[config.mk]
export PLATFORM = sky130hd
export DESIGN_NAME = ssb_bus_arbiter_flat
export DESIGN_NICKNAME = d
export VERILOG_FILES = /design/src/rtl/ssb_bus_arbiter_if.sv /design/src/rtl/ssb_bus_arbiter.sv /design/src/flat_wrapper.sv
export SDC_FILE = /design/constraint.sdc
export NUM_CORES = 1
export LEC_CHECK = 0
export ABC_AREA = 1
export CORE_AREA = 3 3 148 150
export CTS_CLUSTER_DIAMETER = 150
export CTS_CLUSTER_SIZE = 12
export DETAILED_ROUTE_END_ITERATION = 10
export DIE_AREA = 0 0 151 153
export GPL_ROUTABILITY_DRIVEN = 0
export MAX_ROUTING_LAYER = met4
export SLEW_MARGIN = 20
export SYNTH_ARGS = -nofsm -noshare
export SYNTH_HDL_FRONTEND = slang
export SYNTH_SLANG_ARGS = --single-unit
[constraint.sdc]
create_clock -name clk_sys_i -period 6.22 [get_ports clk_sys_i]
set_input_delay 1.866 -clock clk_sys_i [delete_from_list [all_inputs] [get_ports clk_sys_i]]
set_output_delay 1.866 -clock clk_sys_i [all_outputs]
set_load 0.005 [all_outputs]
[src/rtl/ssb_bus_arbiter_if.sv]
// Host/device bundle for the shared system bus arbiter.
// The master side is the hosts plus devices; the slave side is the arbiter.
interface ssb_bus_arbiter_if;
    logic [2:0]  host_req_i;
    logic [2:0]  host_gnt_o;
    logic [2:0]  host_rvalid_o;
    logic [2:0]  host_err_o;
    logic [95:0] host_addr_i;
    logic [2:0]  host_we_i;
    logic [11:0] host_be_i;
    logic [95:0] host_wdata_i;
    logic [31:0] host_rdata_o;
    logic [1:0]  dev_req_o;
    logic [31:0] dev_addr_o;
    logic        dev_we_o;
    logic [3:0]  dev_be_o;
    logic [31:0] dev_wdata_o;
    logic [63:0] dev_rdata_i;

    modport master (
        output host_req_i, host_addr_i, host_we_i,
        output host_be_i, host_wdata_i, dev_rdata_i,
        input  host_gnt_o, host_rvalid_o, host_err_o,
        input  host_rdata_o, dev_req_o, dev_addr_o,
        input  dev_we_o, dev_be_o, dev_wdata_o
    );

    modport slave (
        input  host_req_i, host_addr_i, host_we_i,
        input  host_be_i, host_wdata_i, dev_rdata_i,
        output host_gnt_o, host_rvalid_o, host_err_o,
        output host_rdata_o, dev_req_o, dev_addr_o,
        output dev_we_o, dev_be_o, dev_wdata_o
    );
endinterface

[src/rtl/ssb_bus_arbiter.sv]
// Three-host bus arbiter with age promotion, SRAM/debug decode
// and a one-cycle registered response path.
module ssb_bus_arbiter #(
    parameter logic [31:0] SramStart = 32'h0000_0000,
    parameter logic [31:0] SramMask  = 32'h0000_FFFF,
    parameter logic [31:0] DbgStart  = 32'h1A11_0000,
    parameter logic [31:0] DbgMask   = 32'h0000_FFFF,
    parameter int unsigned MaxWait   = 8
) (
    input  logic             clk_sys_i,
    input  logic             rst_sys_i,
    ssb_bus_arbiter_if.slave bus
);
    localparam logic [7:0] WaitMax = 8'(MaxWait);

    logic [7:0]  r_wait [3];
    logic [2:0]  r_resp_host;
    logic        r_resp_dev;
    logic        r_resp_err;
    logic        r_resp_we;

    logic [2:0]  w_prom;
    logic [2:0]  w_cand;
    logic [2:0]  w_gnt;
    logic        w_any;
    logic [31:0] w_addr;
    logic [31:0] w_wdata;
    logic [3:0]  w_be;
    logic        w_we;
    logic        w_sram_hit;
    logic        w_dbg_hit;
    logic        w_err;
    logic [31:0] w_rdata_sel;

    // Promoted hosts take over the candidate set; lowest index wins.
    always_comb begin
        w_prom = '0;
        for (int h = 0; h < 3; h++) begin
            w_prom[h] = bus.host_req_i[h] && (r_wait[h] == WaitMax);
        end
        w_cand = (|w_prom) ? w_prom : bus.host_req_i;
        w_gnt  = rst_sys_i ? 3'b000 : (w_cand & (~w_cand + 3'd1));
    end

    assign w_any = |w_gnt;

    always_comb begin
        w_addr  = '0;
        w_wdata = '0;
        w_be    = '0;
        w_we    = 1'b0;
        unique case (1'b1)
            w_gnt[0]: begin
                w_addr  = bus.host_addr_i[31:0];
                w_wdata = bus.host_wdata_i[31:0];
                w_be    = bus.host_be_i[3:0];
                w_we    = bus.host_we_i[0];
            end
            w_gnt[1]: begin
                w_addr  = bus.host_addr_i[63:32];
                w_wdata = bus.host_wdata_i[63:32];
                w_be    = bus.host_be_i[7:4];
                w_we    = 1'b0;
            end
            w_gnt[2]: begin
                w_addr  = bus.host_addr_i[95:64];
                w_wdata = bus.host_wdata_i[95:64];
                w_be    = bus.host_be_i[11:8];
                w_we    = bus.host_we_i[2];
            end
            default: ;
        endcase
    end

    assign w_sram_hit = w_any && ((w_addr & ~SramMask) == SramStart);
    assign w_dbg_hit  = w_any && ((w_addr & ~DbgMask) == DbgStart);
    assign w_err      = w_any && !w_sram_hit && !w_dbg_hit;

    // Overlapping windows are a configuration error.
    always_comb begin
        assert (!(w_sram_hit && w_dbg_hit));
    end

    assign bus.host_gnt_o  = w_gnt;
    assign bus.dev_req_o   = {w_dbg_hit & ~w_sram_hit, w_sram_hit};
    assign bus.dev_addr_o  = w_addr;
    assign bus.dev_we_o    = w_we;
    assign bus.dev_be_o    = w_be;
    assign bus.dev_wdata_o = w_wdata;

    always_ff @(posedge clk_sys_i or posedge rst_sys_i) begin
        if (rst_sys_i) begin
            for (int h = 0; h < 3; h++) begin
                r_wait[h] <= '0;
            end
        end else begin
            for (int h = 0; h < 3; h++) begin
                if (!bus.host_req_i[h] || w_gnt[h]) begin
                    r_wait[h] <= '0;
                end else if (r_wait[h] != WaitMax) begin
                    r_wait[h] <= r_wait[h] + 8'd1;
                end
            end
        end
    end

    always_ff @(posedge clk_sys_i or posedge rst_sys_i) begin
        if (rst_sys_i) begin
            r_resp_host <= '0;
            r_resp_dev  <= 1'b0;
            r_resp_err  <= 1'b0;
            r_resp_we   <= 1'b0;
        end else begin
            r_resp_host <= w_gnt;
            r_resp_dev  <= w_dbg_hit & ~w_sram_hit;
            r_resp_err  <= w_err;
            r_resp_we   <= w_we;
        end
    end

    assign w_rdata_sel = r_resp_dev ? bus.dev_rdata_i[63:32]
                                    : bus.dev_rdata_i[31:0];

    assign bus.host_rvalid_o = r_resp_host;
    assign bus.host_err_o    = r_resp_err ? r_resp_host : 3'b000;
    assign bus.host_rdata_o  =
        (|r_resp_host && !r_resp_err && !r_resp_we) ? w_rdata_sel : '0;
endmodule

[src/flat_wrapper.sv]
// flat-port wrapper written by rule: the top's interface ports become plain ports
module ssb_bus_arbiter_flat 
#(
    parameter logic [31:0] SramStart = 32'h0000_0000,
    parameter logic [31:0] SramMask  = 32'h0000_FFFF,
    parameter logic [31:0] DbgStart  = 32'h1A11_0000,
    parameter logic [31:0] DbgMask   = 32'h0000_FFFF,
    parameter int unsigned MaxWait   = 8
)
  (clk_sys_i, rst_sys_i, bus_host_req_i, bus_host_addr_i, bus_host_we_i, bus_host_be_i, bus_host_wdata_i, bus_dev_rdata_i, bus_host_gnt_o, bus_host_rvalid_o, bus_host_err_o, bus_host_rdata_o, bus_dev_req_o, bus_dev_addr_o, bus_dev_we_o, bus_dev_be_o, bus_dev_wdata_o);
  ssb_bus_arbiter_if bus_i ();
  input  logic clk_sys_i;
  input  logic rst_sys_i;
  input wire logic [$bits(bus_i.host_req_i)-1:0] bus_host_req_i;
  input wire logic [$bits(bus_i.host_addr_i)-1:0] bus_host_addr_i;
  input wire logic [$bits(bus_i.host_we_i)-1:0] bus_host_we_i;
  input wire logic [$bits(bus_i.host_be_i)-1:0] bus_host_be_i;
  input wire logic [$bits(bus_i.host_wdata_i)-1:0] bus_host_wdata_i;
  input wire logic [$bits(bus_i.dev_rdata_i)-1:0] bus_dev_rdata_i;
  output wire logic [$bits(bus_i.host_gnt_o)-1:0] bus_host_gnt_o;
  output wire logic [$bits(bus_i.host_rvalid_o)-1:0] bus_host_rvalid_o;
  output wire logic [$bits(bus_i.host_err_o)-1:0] bus_host_err_o;
  output wire logic [$bits(bus_i.host_rdata_o)-1:0] bus_host_rdata_o;
  output wire logic [$bits(bus_i.dev_req_o)-1:0] bus_dev_req_o;
  output wire logic [$bits(bus_i.dev_addr_o)-1:0] bus_dev_addr_o;
  output wire logic [$bits(bus_i.dev_we_o)-1:0] bus_dev_we_o;
  output wire logic [$bits(bus_i.dev_be_o)-1:0] bus_dev_be_o;
  output wire logic [$bits(bus_i.dev_wdata_o)-1:0] bus_dev_wdata_o;
  assign bus_i.host_req_i = bus_host_req_i;
  assign bus_i.host_addr_i = bus_host_addr_i;
  assign bus_i.host_we_i = bus_host_we_i;
  assign bus_i.host_be_i = bus_host_be_i;
  assign bus_i.host_wdata_i = bus_host_wdata_i;
  assign bus_i.dev_rdata_i = bus_dev_rdata_i;
  assign bus_host_gnt_o = bus_i.host_gnt_o;
  assign bus_host_rvalid_o = bus_i.host_rvalid_o;
  assign bus_host_err_o = bus_i.host_err_o;
  assign bus_host_rdata_o = bus_i.host_rdata_o;
  assign bus_dev_req_o = bus_i.dev_req_o;
  assign bus_dev_addr_o = bus_i.dev_addr_o;
  assign bus_dev_we_o = bus_i.dev_we_o;
  assign bus_dev_be_o = bus_i.dev_be_o;
  assign bus_dev_wdata_o = bus_i.dev_wdata_o;
  ssb_bus_arbiter #(.SramStart(SramStart), .SramMask(SramMask), .DbgStart(DbgStart), .DbgMask(DbgMask), .MaxWait(MaxWait)) u_core (.clk_sys_i(clk_sys_i), .rst_sys_i(rst_sys_i), .bus(bus_i));
endmodule
Yosys cells after proc, flatten, opt, wreduce, memory -nomap -nowiden:

Cells that the tools add are included.

* output and inout bits: 112
* bits of input ports: 276
* register bits after elaboration: 30
* word-level logic and storage cells: 63

* add/sub/neg operators: 4
* reductions and logical operators: 26
* bitwise gates (word level): 4
* multiplexer cells: 15
* eq/ne operators: 7

Operators with widths (count)
* $pmux 32 s3: 2
* $mux 32: 2
* $mux 8: 6
* $logic_not 32->1: 1
* $add 8x1->8 const B: 3
* $eq 8x4->1 const B: 3
* $ne 8x4->1 const B: 3
* $eq 16x13->1 const B: 1
* $pmux 4 s3: 1
* $logic_and 1x1->1: 9
* $mux 3: 3
* $reduce_or 3->1: 3
* $logic_not 1->1: 7
* $reduce_bool 2->1: 3
* $add 3x1->3 const B: 1
* $and 3x3->3: 1
* $logic_or 1x1->1: 3
* $not 3->3: 1
* $pmux 1 s2: 1
* $and 1x1->1: 1
* $not 1->1: 1

Longest topological paths before layout:

Gate-level depths: netlist of run 1.

* word-level depth: 14
* gate-level depth with buffers: 19
* depth with buffers taken out: 18

Least setup slack after synthesis of run 1:

OpenSTA, ideal clock, no wires.

* path kind: input -> output
* from: input port rst_sys_i
* to: output port bus_dev_req_o[0]
* buffers on the path: 2
* arrival: 3.950 ns
* slack: 0.404 ns
* required time: 4.354 ns
* cell stages on the path: 10
* path through: clkinv_1 -> buf_1 -> nand4_1 -> nand3_2 -> nor2_2 -> nand2_1 -> nor2_1 -> nand2_1 -> nor2_1 -> buf_4

* longest elaborated chain between the ends: 4
* elaborated cells on any way between the ends: 5
* those cells by class: 2 x mux; 3 x reduce/logical

Ends and longest elaborated chain
* start, declared: RTL line flat_wrapper.sv:13 `input logic rst_sys_i;`
* $mux 3: RTL line ssb_bus_arbiter.sv:42 `w_gnt = rst_sys_i ? 3'b000 : (w_cand & (~w_cand + 3'd1));`
* $pmux 32 s3: RTL line ssb_bus_arbiter.sv:52 `unique case (1'b1)`
* named net bus_dev_addr_o[18]: RTL line flat_wrapper.sv:25 `output wire logic [$bits(bus_i.dev_addr_o)-1:0] bus_dev_addr_o;`
* $logic_not 32->1: RTL line ssb_bus_arbiter.sv:75 `assign w_sram_hit = w_any && ((w_addr & ~SramMask) == SramStart);`
* $logic_and 1x1->1: RTL line ssb_bus_arbiter.sv:75
* end, declared: RTL line flat_wrapper.sv:24 `output wire logic [$bits(bus_i.dev_req_o)-1:0] bus_dev_req_o;`

The timed path passes the listed nets, and every way through them passes these cells.

Final worst setup path of run 1:

* from: input port bus_host_req_i[0]
* to: output port bus_dev_addr_o[10]

* longest elaborated chain between the ends: 8

Ends and longest elaborated chain
* start, declared: RTL line flat_wrapper.sv:14 `input wire logic [$bits(bus_i.host_req_i)-1:0] bus_host_req_i;`
* $logic_and 1x1->1: RTL line ssb_bus_arbiter.sv:39 `w_prom[h] = bus.host_req_i[h] && (r_wait[h] == WaitMax);`
* $reduce_or 3->1: RTL line ssb_bus_arbiter.sv:41 `w_cand = (|w_prom) ? w_prom : bus.host_req_i;`
* $mux 3 *: RTL line ssb_bus_arbiter.sv:41
* $not 3->3: RTL line ssb_bus_arbiter.sv:42
* $add 3x1->3: RTL line ssb_bus_arbiter.sv:42
* $and 3x3->3 *: RTL line ssb_bus_arbiter.sv:42
* $mux 3 *: RTL line ssb_bus_arbiter.sv:42
* $pmux 32 s3 *: RTL line ssb_bus_arbiter.sv:52
* end, declared: RTL line flat_wrapper.sv:25

Mark *: on every way between the ends. The rest lies on a longest branch, timed or not.

==> run metrics, run 1 <==
share of cells above drive strength 1 0.1474; PortBufs 386; final setup vio count 0; post-synthesis cell area 3995 um^2; Tot GR Track Use 0.1812; DRC 0; fin crit share 0.9634; sequential area share after synthesis 0.1879; TritonCTS buffer count 5; number of flops mapped to enable cells by yosys 0; Setup WS pre-CTS -0.1188 ns; startpoint type of the worst setup path input port; initial antenna violation count 2; Slew @ Worst Pin 0.9665 ns; Crit path largest cell delay 0.52 ns; Post-synth ARST share 1.000; Hold Violations, Final 0; pin count of the biggest net entering global routing 48; Synth Instances 646; RSZ-0062 raised after global routing false; R2R depth 18; Avg Inst Size Synth 6.184 um^2; GRT overflow 0; most common cell in the netlist nand2_1; hold_buf cts 0; Clock Skew 0.005440 ns; Final Max Tran Viols 0; maximum clock insertion buffer count 2; PnR Total Power 1005 uW; clk_lat worst skew 0.29 ns; final worst setup slack 0.2275 ns; clock-pin slew on the worst setup and hold paths 0.05 ns; min Tclk post-route 5.992 ns; CP required 4.35 ns; Crit path depth 14; Yosys reg bits 30; first-pass GRT wire length 31870 um; Die Ht 153 um; dpl cells 1332; average routed wire per standard cell 16.51 um; critical path class input port to primary output; Synth Warn # 0; total die area 23100 um^2; worst path bufs/invs 7; die width 151 um; Synth top area share 0.2433; clk root buf clkbuf_16; cell taking the most area after synthesis nand2_1; growth of design area from synthesis to finish 124.4%; WP data arrival 4.13 ns; Sink Count 30; largest cells by area after synthesis nand2_1 24%, dfrtp_1 19%, a22oi_2 11%; Layout Cells excl Fill 1356; via count 5904; Initial DRC Count 193; remaining antenna violation count after routing 0; maxcap violations 0; Crit. End Element primary output; slowest CP cell clkdlybuf4s50_1; Main synth FF type dfrtp_1; vias in the first global route 5749; Cell variety after synth 36; CP cell instances dlygate4sd2_1, nand2_2, nand3_2, nand2_2, nand2_8, buf_12, inv_2, nor3_4, buf_12, clkbuf_4, buf_4, a22oi_2, nand2_1, clkdlybuf4s50_1; leakage 0.003967 uW; I/O pin cnt 388; Slew Limit Headroom 0.3550; drt pass-1 iters 4; Layout Nets 1360; f_max 166.9 MHz; Final Cell Area 8966 um^2; CP Max Fanout 13; core footprint 20820 um^2; DR vias/cell 4.354; row count 53; worst vdd ir 0.1001 mV; hold crit path type register to register; Final HPWL DP 18140 um; Hold Path Cell Cnt 1; final wirelength 22380 um; Post-synth top cells 259 x nand2_1, 53 x inv_1, 53 x nor2_1; Worst path top cell family by delay buffers and inverters; synthesized netlist net count 928; Pwr per Cell Area 112.1 nW/um^2; H-tree Lvls 2; TritonCTS clock tree yes; Placed Area 8549 um^2; Starting Density 0.1919; status completed
## logic make-up after synthesis
logic type / after synthesis / share of synthesized area
DFF: 30 / 0.1879
AOI/OAI and AO/OA: 104 / 0.2089
and+or+nand+nor: 403 / 0.4513
adders and majority gates: 6 / 0.01879
buffers and inverters: 97 / 0.1199
xor gates and xnor gates: 6 / 0.01315
## final cells by class
class,count,area [um^2]
sequential,30,750.7
multi-input combinational,520,2805
antenna,2,5.005
clock buffer,6,138.9
tap,275,344.1
clock inverter,2,60.06
inverter,61,234.0
timing repair buffer,460,4628
fill,2132,11860
## through the flow
step,setup TNS [ns],utilization,hold WS [ns]
6_report,0,0.4306,0.4995
5_1_grt,0,0.4306,0.5356
4_1_cts,0,0.4214,0.4969
3_5_place_dp,-1.258,0.4106,0.4904
3_3_place_gp,-0.9714,0.4106,0.4810
2_1_floorplan,0,-,0.4548
## what timing repair did
action	CTS	global route
resized for setup	9	7
setup buffers	0	10
cloned	1	3
endpoints found under the setup margin	24	46
pin swaps	1	3
## per-layer routing
layer / GRT usage / vias to the layer above / part of all wire
li1: - / 3002 / -
met1: 0.2210 / 2635 / 0.43
met2: 0.3003 / 244 / 0.47
met3: 0.05099 / 23 / 0.084
met4: 0.03411 / 0 / 0.016
met5: - / - / 0
## layout by cell type, fill, tap and decap left out, types with 6 or more instances in the layout
master	count
nor2_2	6
clkdlybuf4s50_1	380
nand2_1	259
nand4_2	7
clkbuf_16	8
ha_1	6
buf_4	57
dfrtp_1	30
inv_1	53
a22oi_2	36
a21oi_1	41
inv_2	6
nand3_1	22
o21ai_0	8
buf_12	10
nand4_1	24
nand3_2	8
nor3_1	12
a22oi_1	16
nor2_1	53
## final timing paths
kind	startpoint	endpoint	slack, ns
max	bus_host_req_i[0]	bus_dev_addr_o[10]	0.23
min	u_core.r_wait[6]	u_core.r_wait[6]	0.50
max reg2reg	u_core.r_wait[16]	u_core.r_wait[14]	3.49
min reg2reg	u_core.r_wait[6]	u_core.r_wait[6]	0.50
max in group asynchronous	rst_sys_i	u_core.r_resp_dev	3.96
min in group asynchronous	rst_sys_i	u_core.r_wait[1]	2.03
## power breakdown
group	switching, uW	internal, uW
combinational	167	294
clock	96.3	240
sequential	5.42	201
## registers in the layout (all words and copies together) (netlist names)
signal / count
u_core.bus.host_rvalid_o: 3
u_core.r_resp_dev: 1
u_core.r_resp_we: 1
u_core.r_resp_err: 1
u_core.r_wait: 24
Note: power is estimated with default switching activity, not from simulation.
==> inputs of run 2 (changes only) <==
- SKIP_LAST_GASP: not set -> 1
==> run 2 against run 1 <==
Net effect: largest cell class unchanged; fmax rose by 1.9%; critical path type unchanged; critical path depth fell by 3; sequential share of layout area barely moved; cell area shrank 0.11%; routed wire length is essentially flat; clock-buffer cell count unchanged; power decreased by 0.13%; via count rose by 0.30%; cell count fell by 0.15%.
==> run metrics, run 2 (synthesis results as in run 1) <==
status completed; reg2reg end u_core.r_wait[14]; PortBufs 386 (unchanged); clk root buf clkbuf_16; Slew Limit Headroom 0.3511 (-0.003901); most common cell after layout, fill and taps aside clkdlybuf4s50_1; Fin Setup TNS 0 ns (unchanged); Layout Nets 1358 (-0.15%); R2R depth 18 (unchanged); worst hold margin 0.4995 ns (-0.00005400 ns); die width 151 um (unchanged); f_max 170.0 MHz (+1.9%); startpoint type of the worst setup path input port; pin count of the biggest net entering global routing 48 (unchanged); Crit. End Element primary output; WP data arrival 4.02 ns (-0.11 ns); final setup vio count 0 (unchanged); growth of design area from synthesis to finish 124.2%; via count 5922 (+0.30%); hold crit path type register to register; maxcap violations 0 (unchanged); Tot GR Track Use 0.1811 (about the same); fin crit share 0.9458 (-0.01763); drt pass-1 iters 4 (unchanged); worst path bufs/invs 6 (-1); RSZ-0062 raised after global routing false; slowest CP cell clkdlybuf4s50_1; maximum clock insertion buffer count 2 (unchanged); DRC 0 (unchanged); Die Ht 153 um (unchanged); Initial DRC Count 205 (+6.2%); CP cell instances clkdlybuf4s50_1, clkinv_1, nand2_1, nor2_4, nand3_2, clkinv_4, buf_4, clkbuf_16, a22oi_2, nand2_1, clkdlybuf4s50_1; reg2reg start u_core.r_wait[16]; max reg flops 24 (unchanged); initial antenna violation count 2 (unchanged); Final HPWL DP 18140 um (unchanged); average routed wire per standard cell 16.53 um (+0.15%); vias in the first global route 5745 (-0.070%); leakage 0.003977 uW (+0.26%); Worst path top cell family by delay buffers and inverters; Most flops, register u_core.r_wait; Starting Density 0.1919 (unchanged); dpl cells 1332 (unchanged); Layout Cells excl Fill 1354 (-0.15%); share of cells above drive strength 1 0.1448 (-0.002512); worst vdd ir 0.09919 mV (-0.89%); DR vias/cell 4.374 (+0.45%); Slew @ Worst Pin 0.9723 ns (+0.005845 ns); final wirelength 22390 um (about the same); H-tree Lvls 2 (unchanged); WHS Endpoint u_core.r_wait[6]; total die area 23100 um^2 (unchanged); Hold Violations, Final 0 (unchanged); commonest non-fill, non-tap cells in the layout 380 x clkdlybuf4s50_1, 259 x nand2_1, 56 x buf_4; remaining antenna violation count after routing 0 (unchanged); Crit path largest cell delay 0.52 ns (about the same); critical path class input port to primary output; Final Max Tran Viols 0 (unchanged); R2R Setup Slk 3.50 ns (about the same); clk_lat worst skew 0.29 ns (about the same); core footprint 20820 um^2 (unchanged); TritonCTS clock tree yes; TritonCTS buffer count 5 (unchanged); Sink Count 30 (unchanged); first-pass GRT wire length 31860 um (about the same); Pwr per Cell Area 112.0 nW/um^2 (about the same); worst hold start u_core.r_wait[6]; CP required 4.35 ns (about the same); row count 53 (unchanged); I/O pin cnt 388 (unchanged); GRT overflow 0 (unchanged); min Tclk post-route 5.883 ns (-0.1097 ns); clock-pin slew on the worst setup and hold paths 0.05 ns (about the same); CP Max Fanout 17 (+4); Clock Skew 0.005458 ns (+0.00001873 ns); Hold Path Cell Cnt 1 (unchanged)
[run 2: repair_timing]
action,in CTS,in global routing
hold buffers,0,0
gates resized for setup,2,14
pin swaps,1,2
setup endpoints to repair,24,57
gates cloned,1,4
buffers inserted,0,7
[run 2: worst max path at each step]
stage,start,endpoint,slack [ns],depth (start not counted)
floorplan,rst_sys_i,bus_dev_req_o[0],0.40,10
global placement,bus_host_req_i[0],bus_dev_req_o[1],-0.11,14
detailed placement,bus_host_req_i[0],bus_dev_req_o[1],-0.12,14
CTS,bus_host_req_i[0],bus_dev_req_o[1],-0.13,15
global route,rst_sys_i,bus_dev_addr_o[8],0.18,11
finish,rst_sys_i,bus_dev_wdata_o[20],0.34,11
[run 2: cell type report]
| cell class | instances | area, um^2 |
|---|---|---|
| inverter | 61 | 234.0 |
| multi-input combinational | 520 | 2805 |
| antenna | 2 | 5.005 |
| timing repair buffer | 458 | 4618 |
| clock inverter | 2 | 60.06 |
| tap | 275 | 344.1 |
| sequential | 30 | 750.7 |
| fill | 2126 | 11870 |
| clock buffer | 6 | 138.9 |
[run 2: where the power goes]
part           switching (uW)  internal (uW)
logic                     167            293
registers                5.45            201
clock network            96.3            240
[run 2: per-stage QoR]
step | total power, uW | instance area [um^2] | util | setup WS, ns
after floorplan | 337.5 | 3995 | - | 0.4044
after global placement | 657.6 | 8549 | 0.4106 | -0.1087
after detailed placement | 659.8 | 8549 | 0.4106 | -0.1188
after CTS | 1003 | 8755 | 0.4204 | -0.1305
after global routing | 1056 | 8956 | 0.4301 | 0.1837
final | 1003 | 8956 | 0.4301 | 0.3372
[run 2: worst reg2reg max path: cells and delay by family, from the launching register on]
family,cells,cell delay [ns]
flops,1,0.40
buf+inv,8,0.89
simple gates,9,1.17
fa+ha+maj,1,0.16
[run 2: layer usage]
| metal | wire, um | part of all wire | global-route usage |
|---|---|---|---|
| met5 | 0 | 0 | - |
| met4 | 365 | 0.016 | 0.03411 |
| met3 | 2012 | 0.090 | 0.05099 |
| met2 | 10570 | 0.47 | 0.3001 |
| met1 | 9432 | 0.42 | 0.2210 |
==> inputs of run 3 (changes only) <==
- HOLD_SLACK_MARGIN: not set -> 0.02
==> results of run 3 <==
No change in the layout: final DEF, timing and power equal those of run 2.
